File: config.mk
export PLATFORM = sky130hd
export DESIGN_NAME = mc_main_ctrl_fsm
export DESIGN_NICKNAME = d
export VERILOG_FILES = /design/src/rtl/mc_main_ctrl_fsm.sv
export SDC_FILE = /design/constraint.sdc
export NUM_CORES = 1
export LEC_CHECK = 0
export BUFFER_PORTS_ARGS = -buffer_cell sky130_fd_sc_hd__buf_2
export CAP_MARGIN = 15
export CORE_MARGIN = 8
export CORE_UTILIZATION = 41
export CTS_BUF_LIST = sky130_fd_sc_hd__clkbuf_4 sky130_fd_sc_hd__clkbuf_8
export DETAILED_ROUTE_END_ITERATION = 8
export PLACE_DENSITY = 0.76
export SYNTH_ARGS = -nofsm -noshare
export SYNTH_HDL_FRONTEND = slang
export SYNTH_SLANG_ARGS = --single-unit
File: constraint.sdc
create_clock -name clk -period 1.3 [get_ports clk]
set_clock_uncertainty 0.15 [all_clocks]
set_input_delay 0.195 -clock clk [delete_from_list [all_inputs] [get_ports clk]]
set_output_delay 0.195 -clock clk [all_outputs]
set_load 0.02 [all_outputs]
File: src/rtl/mc_main_ctrl_fsm.sv
// Multicycle MIPS main control FSM: sequences fetch/decode/execute/memory/writeback.
// Optional bne support is enabled by defining MC_CTRL_BNE_EN.
module mc_main_ctrl_fsm #(
  parameter int unsigned STATE_W = 4
) (
  input  logic               clk,
  input  logic               reset,
  input  logic [5:0]         op,
  input  logic               zero,
  input  logic               mem_ready,
  output logic               iord,
  output logic               irwrite,
  output logic               memwrite,
  output logic               regwrite,
  output logic               regdst,
  output logic               memtoreg,
  output logic               alusrca,
  output logic [1:0]         alusrcb,
  output logic [1:0]         aluop,
  output logic [1:0]         pcsrc,
  output logic               pcen,
  output logic               illegal_op,
  output logic [STATE_W-1:0] state_o
);

  typedef enum logic [3:0] {
    StFetch   = 4'd0,
    StDecode  = 4'd1,
    StMemAdr  = 4'd2,
    StMemRd   = 4'd3,
    StMemWb   = 4'd4,
    StMemWr   = 4'd5,
    StExec    = 4'd6,
    StAluWb   = 4'd7,
    StBranch  = 4'd8,
    StAddiEx  = 4'd9,
    StAddiWb  = 4'd10,
    StJump    = 4'd11,
    StBne     = 4'd12,
    StRsvd13  = 4'd13,
    StRsvd14  = 4'd14,
    StRsvd15  = 4'd15
  } state_e;

  localparam logic [5:0] OpRtype = 6'b000000;
  localparam logic [5:0] OpLw    = 6'b100011;
  localparam logic [5:0] OpSw    = 6'b101011;
  localparam logic [5:0] OpBeq   = 6'b000100;
  localparam logic [5:0] OpAddi  = 6'b001000;
  localparam logic [5:0] OpJ     = 6'b000010;
`ifdef MC_CTRL_BNE_EN
  localparam logic [5:0] OpBne   = 6'b000101;
`endif

  state_e state_q, state_d;
  logic   illegal_int;
  logic   pcwrite_int;
  logic   branch_int;
  logic   bne_int;

  always_ff @(posedge clk or posedge reset) begin
    if (reset) begin
      state_q <= StFetch;
    end else begin
      state_q <= state_d;
    end
  end

  // Next-state logic; mem_ready only matters in the three memory-access states.
  always_comb begin
    state_d     = state_q;
    illegal_int = 1'b0;
    case (state_q)
      StFetch: begin
        if (mem_ready) state_d = StDecode;
      end
      StDecode: begin
        case (op)
          OpLw, OpSw: state_d = StMemAdr;
          OpRtype:    state_d = StExec;
          OpBeq:      state_d = StBranch;
          OpAddi:     state_d = StAddiEx;
          OpJ:        state_d = StJump;
`ifdef MC_CTRL_BNE_EN
          OpBne:      state_d = StBne;
`endif
          default: begin
            state_d     = StFetch;
            illegal_int = 1'b1;
          end
        endcase
      end
      StMemAdr: state_d = (op == OpSw) ? StMemWr : StMemRd;
      StMemRd: begin
        if (mem_ready) state_d = StMemWb;
      end
      StMemWb: state_d = StFetch;
      StMemWr: begin
        if (mem_ready) state_d = StFetch;
      end
      StExec:   state_d = StAluWb;
      StAluWb:  state_d = StFetch;
      StBranch: state_d = StFetch;
      StAddiEx: state_d = StAddiWb;
      StAddiWb: state_d = StFetch;
      StJump:   state_d = StFetch;
`ifdef MC_CTRL_BNE_EN
      StBne:    state_d = StFetch;
`endif
      default:  state_d = StFetch;
    endcase
  end

  // Moore decode; reset forces every output low even though state already reads FETCH.
  always_comb begin
    iord        = 1'b0;
    irwrite     = 1'b0;
    memwrite    = 1'b0;
    regwrite    = 1'b0;
    regdst      = 1'b0;
    memtoreg    = 1'b0;
    alusrca     = 1'b0;
    alusrcb     = 2'b00;
    aluop       = 2'b00;
    pcsrc       = 2'b00;
    pcwrite_int = 1'b0;
    branch_int  = 1'b0;
    bne_int     = 1'b0;
    case (state_q)
      StFetch: begin
        alusrcb     = 2'b01;
        irwrite     = mem_ready;
        pcwrite_int = mem_ready;
      end
      StDecode: begin
        alusrcb = 2'b11;
      end
      StMemAdr: begin
        alusrca = 1'b1;
        alusrcb = 2'b10;
      end
      StMemRd: begin
        iord = 1'b1;
      end
      StMemWb: begin
        regwrite = 1'b1;
        memtoreg = 1'b1;
      end
      StMemWr: begin
        iord     = 1'b1;
        memwrite = mem_ready;
      end
      StExec: begin
        alusrca = 1'b1;
        aluop   = 2'b10;
      end
      StAluWb: begin
        regwrite = 1'b1;
        regdst   = 1'b1;
      end
      StBranch: begin
        alusrca    = 1'b1;
        aluop      = 2'b01;
        pcsrc      = 2'b01;
        branch_int = 1'b1;
      end
      StAddiEx: begin
        alusrca = 1'b1;
        alusrcb = 2'b10;
      end
      StAddiWb: begin
        regwrite = 1'b1;
      end
      StJump: begin
        pcsrc       = 2'b10;
        pcwrite_int = 1'b1;
      end
`ifdef MC_CTRL_BNE_EN
      StBne: begin
        alusrca = 1'b1;
        aluop   = 2'b01;
        pcsrc   = 2'b01;
        bne_int = 1'b1;
      end
`endif
      default: ;
    endcase

    pcen       = pcwrite_int | (branch_int & zero) | (bne_int & ~zero);
    illegal_op = illegal_int;
    state_o    = STATE_W'(state_q);

    if (reset) begin
      iord       = 1'b0;
      irwrite    = 1'b0;
      memwrite   = 1'b0;
      regwrite   = 1'b0;
      regdst     = 1'b0;
      memtoreg   = 1'b0;
      alusrca    = 1'b0;
      alusrcb    = 2'b00;
      aluop      = 2'b00;
      pcsrc      = 2'b00;
      pcen       = 1'b0;
      illegal_op = 1'b0;
      state_o    = '0;
    end
  end

endmodule

==> impl_metrics.ini, run 1 <==
[run_status]
status = stopped before the end
flow.stopped_at = clock tree synthesis (4_1_cts)
toolErrorMsg = [ERROR DPL-0038] Utilization greater than 100%, impossible to legalize

[synthesis]
ys_seq_area_share_pct = 17.7
synth_top_area_share_pct = 17.7
synth_ff_type = dfrtp_1
yosysMostFrequentCell = nor4_1
synth-edff-count = 0
yosys-top-cells-area = dfrtp_1, nor4_1, and3_1
synthesis.area_um2 = 564
synthArstFlopShare_pct = 100
syn_inst = 81
ys_top_cells_by_count = nor4_1, nor2_1, inv_1, nand2_1
yosys_warnings = 0
synth.distinct_cells = 35
syn_area_per_cell_um2 = 6.97
synth.largest_area_cell = dfrtp_1
yosys_register_bits = 4
syn-num-nets = 91

[clock_network]
holdBufCountCts = 1
clockBufferDepth = 2
cts_root_buf = clkbuf_4
cts_resized = 95
cts_buffers = 3
clock-sinks = 4
post-cts-setup-buffers = 10
htreeDepth = 1

[die]
rows = 13
ios = 29
die_h_um = 53.1
initial_core_util_pct = 43.4
die_w_um = 53.1

[placement]
place_ws_ns = -0.350
place_congestion = 0.913
hpwl_mm = 2.07
port_buffers = 28
kinds of logic after synthesis:
family | Yosys count | synth area share (%)
and+or+nand+nor | 41 | 39.5
AOI/OAI and AO/OA | 19 | 23.7
buffers and inverters | 12 | 10.6
DFF | 4 | 17.7
xor gates and xnor gates | 3 | 4.66
muxes | 2 | 3.77
metrics by stage:
step,cell area [um^2],cells,hold slack (ns)
after floorplan,736,81,-0.175
after global placement,1130,156,0.103
after detailed placement,1130,156,0.154
==> run 2, diff against run 1 <==
==> config.mk (replaced) <==
export PLATFORM = sky130hd
export DESIGN_NAME = mc_main_ctrl_fsm
export DESIGN_NICKNAME = d
export VERILOG_FILES = /design/src/rtl/mc_main_ctrl_fsm.sv
export SDC_FILE = /design/constraint.sdc
export NUM_CORES = 1
export LEC_CHECK = 0
export BUFFER_PORTS_ARGS = -buffer_cell sky130_fd_sc_hd__buf_2
export CAP_MARGIN = 15
export CORE_AREA = 8 8 69 71
export DETAILED_ROUTE_END_ITERATION = 8
export DIE_AREA = 0 0 77 79
export PLACE_DENSITY_LB_ADDON = 0.15
export SYNTH_ARGS = -nofsm -noshare
export SYNTH_HDL_FRONTEND = slang
export SYNTH_SLANG_ARGS = --single-unit
==> constraint.sdc (replaced) <==
create_clock -name clk -period 1.7 [get_ports clk]
set_clock_uncertainty 0.15 [all_clocks]
set_input_delay 0.255 -clock clk [delete_from_list [all_inputs] [get_ports clk]]
set_output_delay 0.255 -clock clk [all_outputs]
set_load 0.02 [all_outputs]
==> run 2 against run 1 <==
Effect of this change: the flow now finishes, with violations (negative setup slack); synthesized cell count is the same; area after synthesis is the same.
==> impl_metrics.ini, run 2 <==
[grt]
grt_max_degree = 10
antenna_found_initial = 0
grt_pass1_vias = 810
grt_overflow_total = 0
grt_pass1_wl_mm = 3.90
gr-usage-all-layers_pct = 7.75

[sta]
slew_headroom_pct = 58.5
worst_pin_slew_ns = 0.618
setup_viol = 7
rsz0062_at_grt = true
fmax_mhz = 532
fin_crit_ns = 1.88
worst_slack_ns = -0.180
finalSetupTns_ns = -0.703
slew_viol_final = 0
hold_violations = 0
fin_crit_sh_pct = 111

[die]
die_h_um = 79
rows = 23
ios = 29
die-area_um2 = 6080
initial_core_util_pct = 14.9
core_um2 = 3800
die_w_um = 77

[routing]
vias = 782
drt-total-wl_mm = 2.34
drc = 0
drtAntennaViolNets = 0
first_pass_iters = 4
met3WireLength_um = 150
highest_layer = met3
dr_wl_met2_mm = 1.08
wire_per_inst_um = 13.2
met1_length_mm = 1.10
vias_per_cell = 4.42
drtIter0Drc = 4

[synthesis]
yosys_warnings = 0
synth-simple-area-share_pct = 39.5
yosys_register_bits = 4
synth-compound-area-share_pct = 23.7
synthesis.area_um2 = 564
synth_top_area_share_pct = 17.7
synth-edff-count = 0
yosys-mux-area-fraction_pct = 3.77
syn_area_per_cell_um2 = 6.97
synth_top_family_by_area = simple AND/OR/NAND/NOR gates
synthArstFlopShare_pct = 100
syn_inst = 81
synthXorXnorAreaFrac_pct = 4.66
yosys-top-cells-area = dfrtp_1, nor4_1, and3_1
yosysMostFrequentCell = nor4_1
syn-num-nets = 91
synth.largest_area_cell = dfrtp_1
yosys.area_share.adder_pct = 0
synth.distinct_cells = 35
ys_top_cells_by_count = nor4_1, nor2_1, inv_1, nand2_1
ys_seq_area_share_pct = 17.7
synth_ff_type = dfrtp_1

[hold_path]
holdPathEnd = state_q[0]$_DFFE_PP0P_
holdCritStartpoint = op[5]
hp-class = primary input to flop
holdPathStages = 4

[final_layout]
antenna_cells = 0
seqCellArea_um2 = 104
final_common_cell = buf_4
largest_reg_flops = 4
final_cell_mix = buf_4, buf_2, buf_6
stdcell_area_um2 = 1180
nNetsFinal = 139
post-route-util_pct = 31.0
syn2layout_area_growth_pct = 109
largestRegisters = state_q (4)
multi_input_area_um2 = 558
regMostFlops = state_q
fillers = 424
drive_gt1_share_pct = 62.2

[pwr]
p_leak_uw = 0.000501
powerDensity_nw_per_um2 = 1420
irDropWorstVdd_v = 0.000275

[worst_setup_path]
cp_data_arrival_time_ns = 1.48
cp_max_fo = 5
reg2reg_from = state_q[0]$_DFFE_PP0P_
end_kind = output port
worstSetupPathType = flop to output port
rrSetupSlack_ns = 0.15
r2r-end = state_q[1]$_DFFE_PP0P_
startpoint_type = flop
r2r_cells = 7
critical_path_required_ns = 1.29

[clock_network]
clock_latency_ns = 0.21
cts_root_buf = clkbuf_8
clockBufferDepth = 2
cts_buffers = 3
cts_tree = built
clock-sinks = 4
clk_pin_slew_ns = 0.03
htreeDepth = 1

[run_status]
status = finished, violations left
violations = negative setup slack

[placement]
port_buffers = 28
placed_area_um2 = 896
place_congestion = 0.765
hpwl_mm = 1.87

[flow_run]
cap_violations = 0
-- run 2: cell counts after synthesis --
No cell type changed its count.
-- run 2: worst max path at each step --
stage	slack (ns)	from	endpoint
6_report	-0.18	state_q[3]$_DFFE_PP0P_	regwrite
5_1_grt	-0.26	state_q[3]$_DFFE_PP0P_	regwrite
4_1_cts	-0.17	state_q[2]$_DFFE_PP0P_	regwrite
3_5_place_dp	-0.03	op[2]	illegal_op
3_3_place_gp	-0.02	op[2]	illegal_op
2_1_floorplan	-0.09	state_q[1]$_DFFE_PP0P_	memtoreg
-- run 2: report_power, final --
part	internal, uW	switching, uW	total, uW
Sequential	137	70.2	208
Clock	150	42.2	192
Combinational	641	634	1270
Total	929	746	1670
-- run 2: final cells by class --
cell class / instances / area share (%)
Timing Repair Buffer: 50 / 33.4
Tap cell: 50 / 5.31
Multi-Input combinational cell: 65 / 47.4
Inverter: 5 / 1.59
Clock buffer: 3 / 3.51
Sequential cell: 4 / 8.82
-- run 2: critical path: stages, from the launching register on --
cell,delay (ns)
dfrtp_2,0.45
nand2b_4,0.16
mux2_4,0.26
o22a_1,0.15
nor2_1,0.10
buf_4,0.14
-- run 2: logic make-up (layout without fill, tap and decap cells) --
logic type | after synthesis | count (layout)
flops | 4 | 4
compound gates | 19 | 19
mux | 2 | 2
buf+inv | 12 | 58
xor+xnor | 3 | 3
simple gates | 41 | 41
-- run 2: per-layer routing --
layer,global-route usage (%),vias up
met5,0,-
met4,2.83,0
met3,2.37,0
met2,12.9,27
met1,9.20,363
li1,-,392
-- run 2: metrics by stage --
| stage | instances | total power, uW | setup WS (ns) | hold slack (ns) |
|---|---|---|---|---|
| floorplan | 81 | 755 | -0.0944 | -0.115 |
| detailed placement | 170 | 1150 | -0.0265 | 0.155 |
| finish | 177 | 1670 | -0.180 | 0.262 |
| global placement | 170 | 1150 | -0.0216 | 0.156 |
| global route | 177 | 1800 | -0.262 | 0.298 |
| CTS | 177 | 1630 | -0.171 | 0.257 |
-- run 2: repair_timing --
action,CTS,global route
setup endpoints to repair,16,15
setup buffers,3,0
resized for setup,38,14
hold buffers,1,0
hold endpoints to repair,4,0
gates cloned,0,0
pin swaps,5,3
Note: power is estimated with default switching activity, not from simulation.
==> run 3, diff against run 2 <==
--- a/config.mk
+++ b/config.mk
@@ -14,3 +14,4 @@
 export SYNTH_ARGS = -nofsm -noshare
 export SYNTH_HDL_FRONTEND = slang
 export SYNTH_SLANG_ARGS = --single-unit
+export TNS_END_PERCENT = 5
==> run 3 against run 2 <==
Effect of this change: global-route usage fell by 0.38 points; combinational power fell by 6%; the run still ends with negative setup slack left; critical path type unchanged; largest power group unchanged; clock power barely moved; core utilization fell by 2.6 points; die area did not move; final cell count fell by 1.7%; largest cell class unchanged; highest routed layer unchanged.
==> impl_metrics.ini, run 3 (synthesized netlist as in run 2, its figures left out) <==
[clock_network]
clk_pin_slew_ns = 0.03
htreeDepth = 1
cts_root_buf = clkbuf_8
cts_tree = built
clock_latency_ns = 0.21
cts_buffers = 3
clock-sinks = 4
holdBufCountCts = 0
clockBufferDepth = 2

[die]
die_w_um = 77
ios = 29
core_um2 = 3800
rows = 23
die-area_um2 = 6080
initial_core_util_pct = 14.9
die_h_um = 79

[final_layout]
final_common_cell = buf_4
nNetsFinal = 136
regMostFlops = state_q
syn2layout_area_growth_pct = 91.4
post-route-util_pct = 28.4
largest_reg_flops = 4
largestRegisters = state_q (4)
antenna_cells = 0
final_cell_mix = buf_4, buf_2, nor2_1, buf_6
drive_gt1_share_pct = 60.5

[worst_setup_path]
critical-path-slowest-cell = dfrtp_2
crit_chain = nand2b_4 -> mux2_2 -> o22a_1 -> nor2_1 -> buf_4
rrSetupSlack_ns = 0.13
worstSetupPathType = flop to output port
cp_max_fo = 5
r2r_cells = 6
reg2reg_from = state_q[1]$_DFFE_PP0P_
r2r-end = state_q[0]$_DFFE_PP0P_
end_kind = output port
cp-startpoint = state_q[3]$_DFFE_PP0P_
worst_path_largest_cell_delay_ns = 0.43
cp_data_arrival_time_ns = 1.46
critical_path_required_ns = 1.29
startpoint_type = flop

[pwr]
power_frac_seq_pct = 11.9
irDropWorstVdd_v = 0.000268
powerDensity_nw_per_um2 = 1460
p_clk_share_pct = 12.4
p_sw_uw = 711
p_leak_uw = 0.000471
p_comb_share_pct = 75.6
switching_share_pct = 45.2
p_int_uw = 861

[grt]
grt_max_degree = 11
antenna_found_initial = 0
grt_overflow_total = 0
gr-usage-all-layers_pct = 7.37
grt_pass1_vias = 814
grt_pass1_wl_mm = 3.74

[placement]
hpwl_mm = 1.85
place_congestion = 0.759
place_ws_ns = -0.0183
port_buffers = 28

[routing]
vias = 770
drc = 0
vias_per_cell = 4.43
first_pass_iters = 4
drt-total-wl_mm = 2.25
drtAntennaViolNets = 0
wire_per_inst_um = 12.9
drtIter0Drc = 10

[hold_path]
hp-class = primary input to asynchronous set/reset pin

[sta]
finalSetupTns_ns = -0.627
fin_crit_ns = 1.86
worst_slack_ns = -0.162
fin_crit_sh_pct = 110
fmax_mhz = 537
slew_viol_final = 0
worst_pin_slew_ns = 0.428
hold_violations = 0
rsz0062_at_grt = true
slew_headroom_pct = 71.2
setup_viol = 8

[flow_run]
cap_violations = 0

[run_status]
violations = negative setup slack
status = finished, violations left
[run 3: cell count changes in the layout (fill, tap and decap cells not counted), sizes merged]
cell,delta
buf,-2
dlygate4sd3,-1
[run 3: area by class of cell]
cell class                 instances  area, um^2
sequential                         4         104
multi-input combinational         65         522
inverter                           5        18.8
clock buffer                       3        41.3
timing repair buffer              47         332
tap                               50        62.6
fill                             437        2720
[run 3: what timing repair did]
action / in CTS / in global routing
buffers inserted: 2 / 0
setup endpoints to repair: 14 / 15
pin swaps: 6 / 3
gates resized for setup: 22 / 17
[run 3: metrics by stage]
step	power, uW	instances	cell area (um^2)	hold slack (ns)
after floorplan	745	81	582	-0.115
after global placement	1130	169	871	0.187
after detailed placement	1120	169	871	0.181
after CTS	1500	174	1020	0.00415
after global routing	1690	174	1080	0.0523
final	1570	174	1080	0.0242
[run 3: power groups by stage]
stage / clock, uW / sequential, uW / combinational [uW]
after CTS: 200 / 178 / 1120
after global placement: 0 / 180 / 946
after floorplan: 0 / 165 / 580
final: 195 / 188 / 1190
after detailed placement: 0 / 177 / 946
after global routing: 208 / 196 / 1290
[run 3: worst max path at each step]
stage | end | slack [ns] | cells after the start
after global routing | pcen | -0.21 | 5
after floorplan | memtoreg | -0.09 | 3
final | regwrite | -0.16 | 5
after detailed placement | illegal_op | -0.02 | 5
after global placement | illegal_op | -0.02 | 5
after CTS | regwrite | -0.18 | 5
[run 3: worst max-delay path, delay by kind of cell (launching register included)]
kind | cells | cell delay [ns]
simple gates | 2 | 0.25
buf+inv | 1 | 0.15
flops | 1 | 0.43
compound gates | 1 | 0.16
mux | 1 | 0.26
[run 3: layer usage]
| metal | GRT usage (%) | part of all wire (%) | routed length (um) | vias to the layer above |
|---|---|---|---|---|
| li1 | - | - | - | 383 |
| met1 | 8.15 | 45 | 1020 | 364 |
| met2 | 13.3 | 48 | 1080 | 23 |
| met3 | 1.92 | 6.6 | 148 | 0 |
| met4 | 2.83 | 0 | 0 | 0 |
| met5 | 0 | 0 | 0 | - |
